<file path="src/rtl/gpio_port.sv">
// Memory-mapped GPIO port: bus responder with per-bit direction, a two-flop input
// synchronizer and a level interrupt raised by enabled rising edges on input pins.
module gpio_port #(
    parameter int                 WIDTH     = 32,
    parameter logic [WIDTH-1:0]   DIR_RESET = {WIDTH{1'b1}}
) (
    input  logic             clk,
    input  logic             reset,
    input  logic [2:0]       busAddress,
    input  logic [WIDTH-1:0] busDataIn,
    output logic [WIDTH-1:0] busDataOut,
    input  logic             busValid,
    input  logic             busWriteEnable,
    output logic             busReady,
    input  logic [WIDTH-1:0] pinIn,
    output logic [WIDTH-1:0] pinOut,
    output logic [WIDTH-1:0] pinOE,
    output logic             irq
);

    typedef enum logic {IDLE, ACK} state_t;

    state_t           r_state, w_state_nxt;
    logic [WIDTH-1:0] r_data_out, r_dir, r_irq_en, r_irq_st;
    logic [WIDTH-1:0] r_sync1, r_sync2, r_prev, r_rdata;
    logic [WIDTH-1:0] w_rdata, w_rise, w_w1c;
    logic             w_access, w_wr;

    always_ff @(posedge clk or negedge reset) begin
        if (!reset) r_state <= IDLE;
        else        r_state <= w_state_nxt;
    end

    always_comb begin
        w_state_nxt = r_state;
        w_access    = 1'b0;
        case (r_state)
            IDLE: if (busValid) begin
                w_access    = 1'b1;
                w_state_nxt = ACK;
            end
            ACK:  w_state_nxt = IDLE;
            default: w_state_nxt = IDLE;
        endcase
    end

    assign w_wr = w_access & busWriteEnable;

    // Read data reflects register contents before a write sampled on the same edge.
    always_comb begin
        w_rdata = '0;
        case (busAddress)
            3'd0: w_rdata = r_data_out;
            3'd1: w_rdata = r_dir;
            3'd2: w_rdata = r_sync2;
            3'd6: w_rdata = r_irq_en;
            3'd7: w_rdata = r_irq_st;
            default: w_rdata = '0;
        endcase
    end

    always_ff @(posedge clk or negedge reset) begin
        if (!reset) begin
            r_data_out <= '0;
            r_dir      <= DIR_RESET;
            r_irq_en   <= '0;
            r_rdata    <= '0;
        end else begin
            if (w_access) r_rdata <= w_rdata;
            if (w_wr) begin
                case (busAddress)
                    3'd0: r_data_out <= busDataIn;
                    3'd1: r_dir      <= busDataIn;
                    3'd3: r_data_out <= r_data_out | busDataIn;
                    3'd4: r_data_out <= r_data_out & ~busDataIn;
                    3'd5: r_data_out <= r_data_out ^ busDataIn;
                    3'd6: r_irq_en   <= busDataIn;
                    default: ;
                endcase
            end
        end
    end

    // Only enabled input-mode pins interrupt; a new edge beats a same-cycle W1C.
    assign w_rise = r_sync2 & ~r_prev & r_dir & r_irq_en;
    assign w_w1c  = (w_wr && busAddress == 3'd7) ? busDataIn : '0;

    always_ff @(posedge clk or negedge reset) begin
        if (!reset) begin
            r_sync1  <= '0;
            r_sync2  <= '0;
            r_prev   <= '0;
            r_irq_st <= '0;
        end else begin
            r_sync1  <= pinIn;
            r_sync2  <= r_sync1;
            r_prev   <= r_sync2;
            r_irq_st <= (r_irq_st & ~w_w1c) | w_rise;
        end
    end

    assign busReady   = (r_state == ACK);
    assign busDataOut = busReady ? r_rdata : '0;
    assign pinOut     = r_data_out;
    assign pinOE      = ~r_dir;
    assign irq        = |r_irq_st;

endmodule

</file>
<file path="config.mk">
export PLATFORM = sky130hd
export DESIGN_NAME = gpio_port
export DESIGN_NICKNAME = d
export VERILOG_FILES = /design/src/rtl/gpio_port.sv
export SDC_FILE = /design/constraint.sdc
export NUM_CORES = 1
export LEC_CHECK = 0
export CAP_MARGIN = 20
export CORE_UTILIZATION = 54
export DETAILED_ROUTE_END_ITERATION = 8
export GPL_ROUTABILITY_DRIVEN = 1
export GPL_TIMING_DRIVEN = 0
export HOLD_SLACK_MARGIN = 0.02
export MAX_ROUTING_LAYER = met4
export PLACE_DENSITY = 0.9
export SLEW_MARGIN = 0
export SYNTH_ARGS = -nofsm -noshare
export SYNTH_HDL_FRONTEND = slang
export SYNTH_SLANG_ARGS = --single-unit
</file>
<file path="constraint.sdc">
create_clock -name clk -period 4.2 [get_ports clk]
set_clock_uncertainty 0.1 [all_clocks]
set_input_delay 0.84 -clock clk [delete_from_list [all_inputs] [get_ports clk]]
set_output_delay 0.84 -clock clk [all_outputs]
set_load 0.05 [all_outputs]
</file>
==> results.sh <==
export IMPL_dr_wl_met2_um=17600
export IMPL_fmax_mhz=261
export IMPL_synthFlopType="dfrtp_1"
export IMPL_cts_resized=0
export IMPL_utilization_pct=68.6
export IMPL_drc=0
export IMPL_dp_cells=1634
export IMPL_start_util_pct=55.4
export IMPL_async_flop_share_pct=100
export IMPL_avgSynthCellArea_um2=10.9
export IMPL_grt_ovfl_total=0
export IMPL_r2r_start="busReady$_DFF_PN0_"
export IMPL_rsz0062_at_grt="false"
export IMPL_totalWireLength_um=38000
export IMPL_critPathLaunchType="flop"
export IMPL_grt_max_degree=105
export IMPL_cts_tree="built"
export IMPL_drt_antenna_violating_nets=0
export IMPL_worstHoldPathType="primary input to async pin"
export IMPL_syn2layout_area_growth_pct=24.0
export IMPL_htreeDepth=1
export IMPL_crit_type="flop to output pin"
export IMPL_grt_usage_pct=33.0
export IMPL_status="completed"
export IMPL_ys_warn_count=0
export IMPL_fin_tns_setup_ns=0
export IMPL_crit_chain="nor4_1 > nand4_1 > or2_2 > clkdlybuf4s50_1"
export IMPL_wl_met3_um=3690
export IMPL_cp_arrival_ns=2.89
export IMPL_top_layer_used="met4"
export IMPL_drive_gt1_share_pct=15.1
export IMPL_netSwitchingPower_mw=2.93
export IMPL_die_area_um2=24000
export IMPL_sequentialPowerShare_pct=40.8
export IMPL_ys_seq_area_share_pct=51.3
export IMPL_clock_power_share_pct=29.6
export IMPL_leakage_nw=6.85
export IMPL_min_period_ns=3.83
export IMPL_power_internal_mw=5.41
export IMPL_num_vias=10200
export IMPL_cap_violations=0
export IMPL_rr_worst_depth=5
export IMPL_crit_family="simple AND/OR/NAND/NOR gates"
export IMPL_swShare_pct=35.2
export IMPL_crit_slowest_cell="clkdlybuf4s50_1"
export IMPL_synth_cell_types=40
export IMPL_path_clk_slew_ns=0.06
export IMPL_post_cts_setup_buffer_count=0
export IMPL_crit_fanout=3
export IMPL_cp_slowest_stage_delay_ns=0.71
export IMPL_path_buf_inv=1
export IMPL_row_count=55
export IMPL_antenna_diode_count=0
export IMPL_drv_slew=0
export IMPL_fin_nets=1485
export IMPL_fin_crit_sh_pct=91.1
export IMPL_critPathCapture="irq"
export IMPL_root_buffer="clkbuf_16"
export IMPL_via_per_inst=6.04
export IMPL_core_area_um2=22800
export IMPL_timing_rr_end="r_rdata[22]$_DFFE_PN0N_"
export IMPL_grt_pass1_vias=10500
export IMPL_numCtsBuffers=27
export IMPL_cp_depth=4
export IMPL_power_total_mw=8.34
export IMPL_io_buffers=166
export IMPL_gp_congestion=0.882
export IMPL_synth_seq_cells=257
export IMPL_hold_buffers=0
export IMPL_die_height_um=155
export IMPL_wire_per_inst_um=22.6
export IMPL_syn_nets=1288
export IMPL_io_pins=169
export IMPL_grt_pass1_wl_um=58100
export IMPL_cts_max_path_buffers=3
export IMPL_drtIter0Drc=1071
export IMPL_antenna_found_initial=0
export IMPL_required_ns=3.26
export IMPL_first_pass_iters=5
export IMPL_synth_edff_count=0
export IMPL_worstMarginPinSlew_ns=0.902
export IMPL_finalHoldViolations=0
export IMPL_max_slew_margin_rel_pct=39.9
export IMPL_setup_viol=0
export IMPL_clkSinkCount=257
export IMPL_share_comb_of_total_power_pct=29.6
export IMPL_r2r_slack_ns=1.48
export IMPL_critPathCaptureType="output pin"
export IMPL_wl_met1_um=14400
export IMPL_fp_dieW_um=155
export IMPL_dp_hpwl_um=25300
export IMPL_final_cells=1683
export IMPL_clk_latency_ns=0.54
export IMPL_peakVddDrop_mv=0.350
export IMPL_syn_inst=1153
export IMPL_synth_area_um2=12600
export IMPL_startpoint="r_irq_st[6]$_DFF_PN0_"
export IMPL_powerDensity_nw_per_um2=534
## flip-flops by register name (all words and copies together) (netlist names)
register / flops
pinOut: 32
r_sync1: 32
r_dir: 32
r_rdata: 32
r_prev: 32
r_irq_st: 32
r_irq_en: 32
r_sync2: 32
busReady: 1
## per-stage QoR
| stage | hold WS (ns) | cell area (µm²) | setup slack (ns) |
|---|---|---|---|
| finish | 0.189 | 15600 | 0.375 |
| global route | 0.219 | 15600 | 0.379 |
| CTS | 0.196 | 15600 | 0.422 |
| detailed placement | 0.235 | 14700 | 0.810 |
| global placement | 0.232 | 14700 | -8.47 |
| floorplan | 0.231 | 12600 | 1.85 |
## logic make-up (layout without fill, tap and decap cells)
| kind of cell | Yosys count | after routing | share of synthesized area [%] |
|---|---|---|---|
| AO/OA/AOI/OAI | 257 | 257 | 14.3 |
| AND/OR/NAND/NOR | 258 | 258 | 9.70 |
| multiplexers | 145 | 145 | 12.3 |
| adder cells (fa/ha/maj) | 64 | 64 | 6.35 |
| flip-flops | 257 | 257 | 51.3 |
| buffers and inverters | 171 | 388 | 5.87 |
| XOR/XNOR | 1 | 1 | 0.129 |
## per-layer routing
metal  up-vias  GRT usage, %
met3       208          7.26
li1       4344             -
met1      4940          40.1
met4         0          20.0
met5         -             -
met2       667          50.5
## how the worst min path moves through the flow
stage / start / endpoint / slack (ns) / cells past startpoint
finish: reset / r_sync1[0]$_DFF_PN0_ / 0.19 / 1
floorplan: r_sync1[0]$_DFF_PN0_ / r_sync2[0]$_DFF_PN0_ / 0.23 / 0
global placement: r_sync1[21]$_DFF_PN0_ / r_sync2[21]$_DFF_PN0_ / 0.23 / 0
detailed placement: r_sync1[21]$_DFF_PN0_ / r_sync2[21]$_DFF_PN0_ / 0.23 / 0
global route: reset / r_sync1[0]$_DFF_PN0_ / 0.22 / 1
CTS: reset / r_prev[28]$_DFF_PN0_ / 0.20 / 1
## area by class of cell
| cell class | instances | area [µm²] |
|---|---|---|
| fillers | 1537 | 7140 |
| flip-flops and latches | 257 | 6470 |
| multi-input cells | 725 | 5400 |
| repair buffers | 168 | 1720 |
| clock buffers | 41 | 788 |
| well taps | 313 | 392 |
| plain buffers | 74 | 377 |
| inverters | 97 | 364 |
| clock inverters | 8 | 124 |
## synthesized netlist by cell type, types with 19 or more instances
library cell / number / area [µm²]
dfrtp_1: 225 / 5630
o21ai_0: 105 / 526
inv_1: 97 / 364
nand2_1: 93 / 349
nor2_1: 79 / 297
mux2i_1: 67 / 671
ha_1: 64 / 801
mux2_2: 61 / 687
clkbuf_1: 38 / 143
and2_1: 33 / 206
a21oi_1: 32 / 160
a32o_1: 32 / 320
dfstp_2: 32 / 841
o31ai_2: 30 / 375
buf_2: 19 / 95.1
o31ai_1: 19 / 143
## cell usage in the layout (no fill, tap or decap), drive strengths merged, types with 2 or more instances in the layout
master / netlist / final
clkbuf: 38 / 79
a21oi: 32 / 32
nand2: 94 / 94
o22a: 17 / 17
nand4: 2 / 2
and2: 33 / 33
bufinv: 0 / 3
inv: 97 / 98
nor4: 8 / 8
a31oi: 14 / 14
o21ai: 110 / 110
o31ai: 49 / 49
clkinvlp: 0 / 2
a32o: 32 / 32
nor2: 79 / 79
ha: 64 / 64
dfrtp: 225 / 225
dfstp: 32 / 32
mux2: 78 / 78
clkinv: 0 / 2
clkdlybuf4s50: 0 / 165
nor2b: 18 / 18
or2: 2 / 2
nand2b: 17 / 17
buf: 36 / 39
mux2i: 67 / 67
## power by group through the flow
stage / Sequential (mW) / Clock, mW / Combinational [mW]
after floorplan: 3.58 / 0 / 1.32
after global placement: 3.38 / 0 / 2.32
after detailed placement: 3.41 / 0 / 2.42
after CTS: 3.38 / 2.48 / 2.46
after global routing: 3.45 / 2.59 / 2.62
final: 3.40 / 2.47 / 2.47
(Power assumes the default switching activity.)
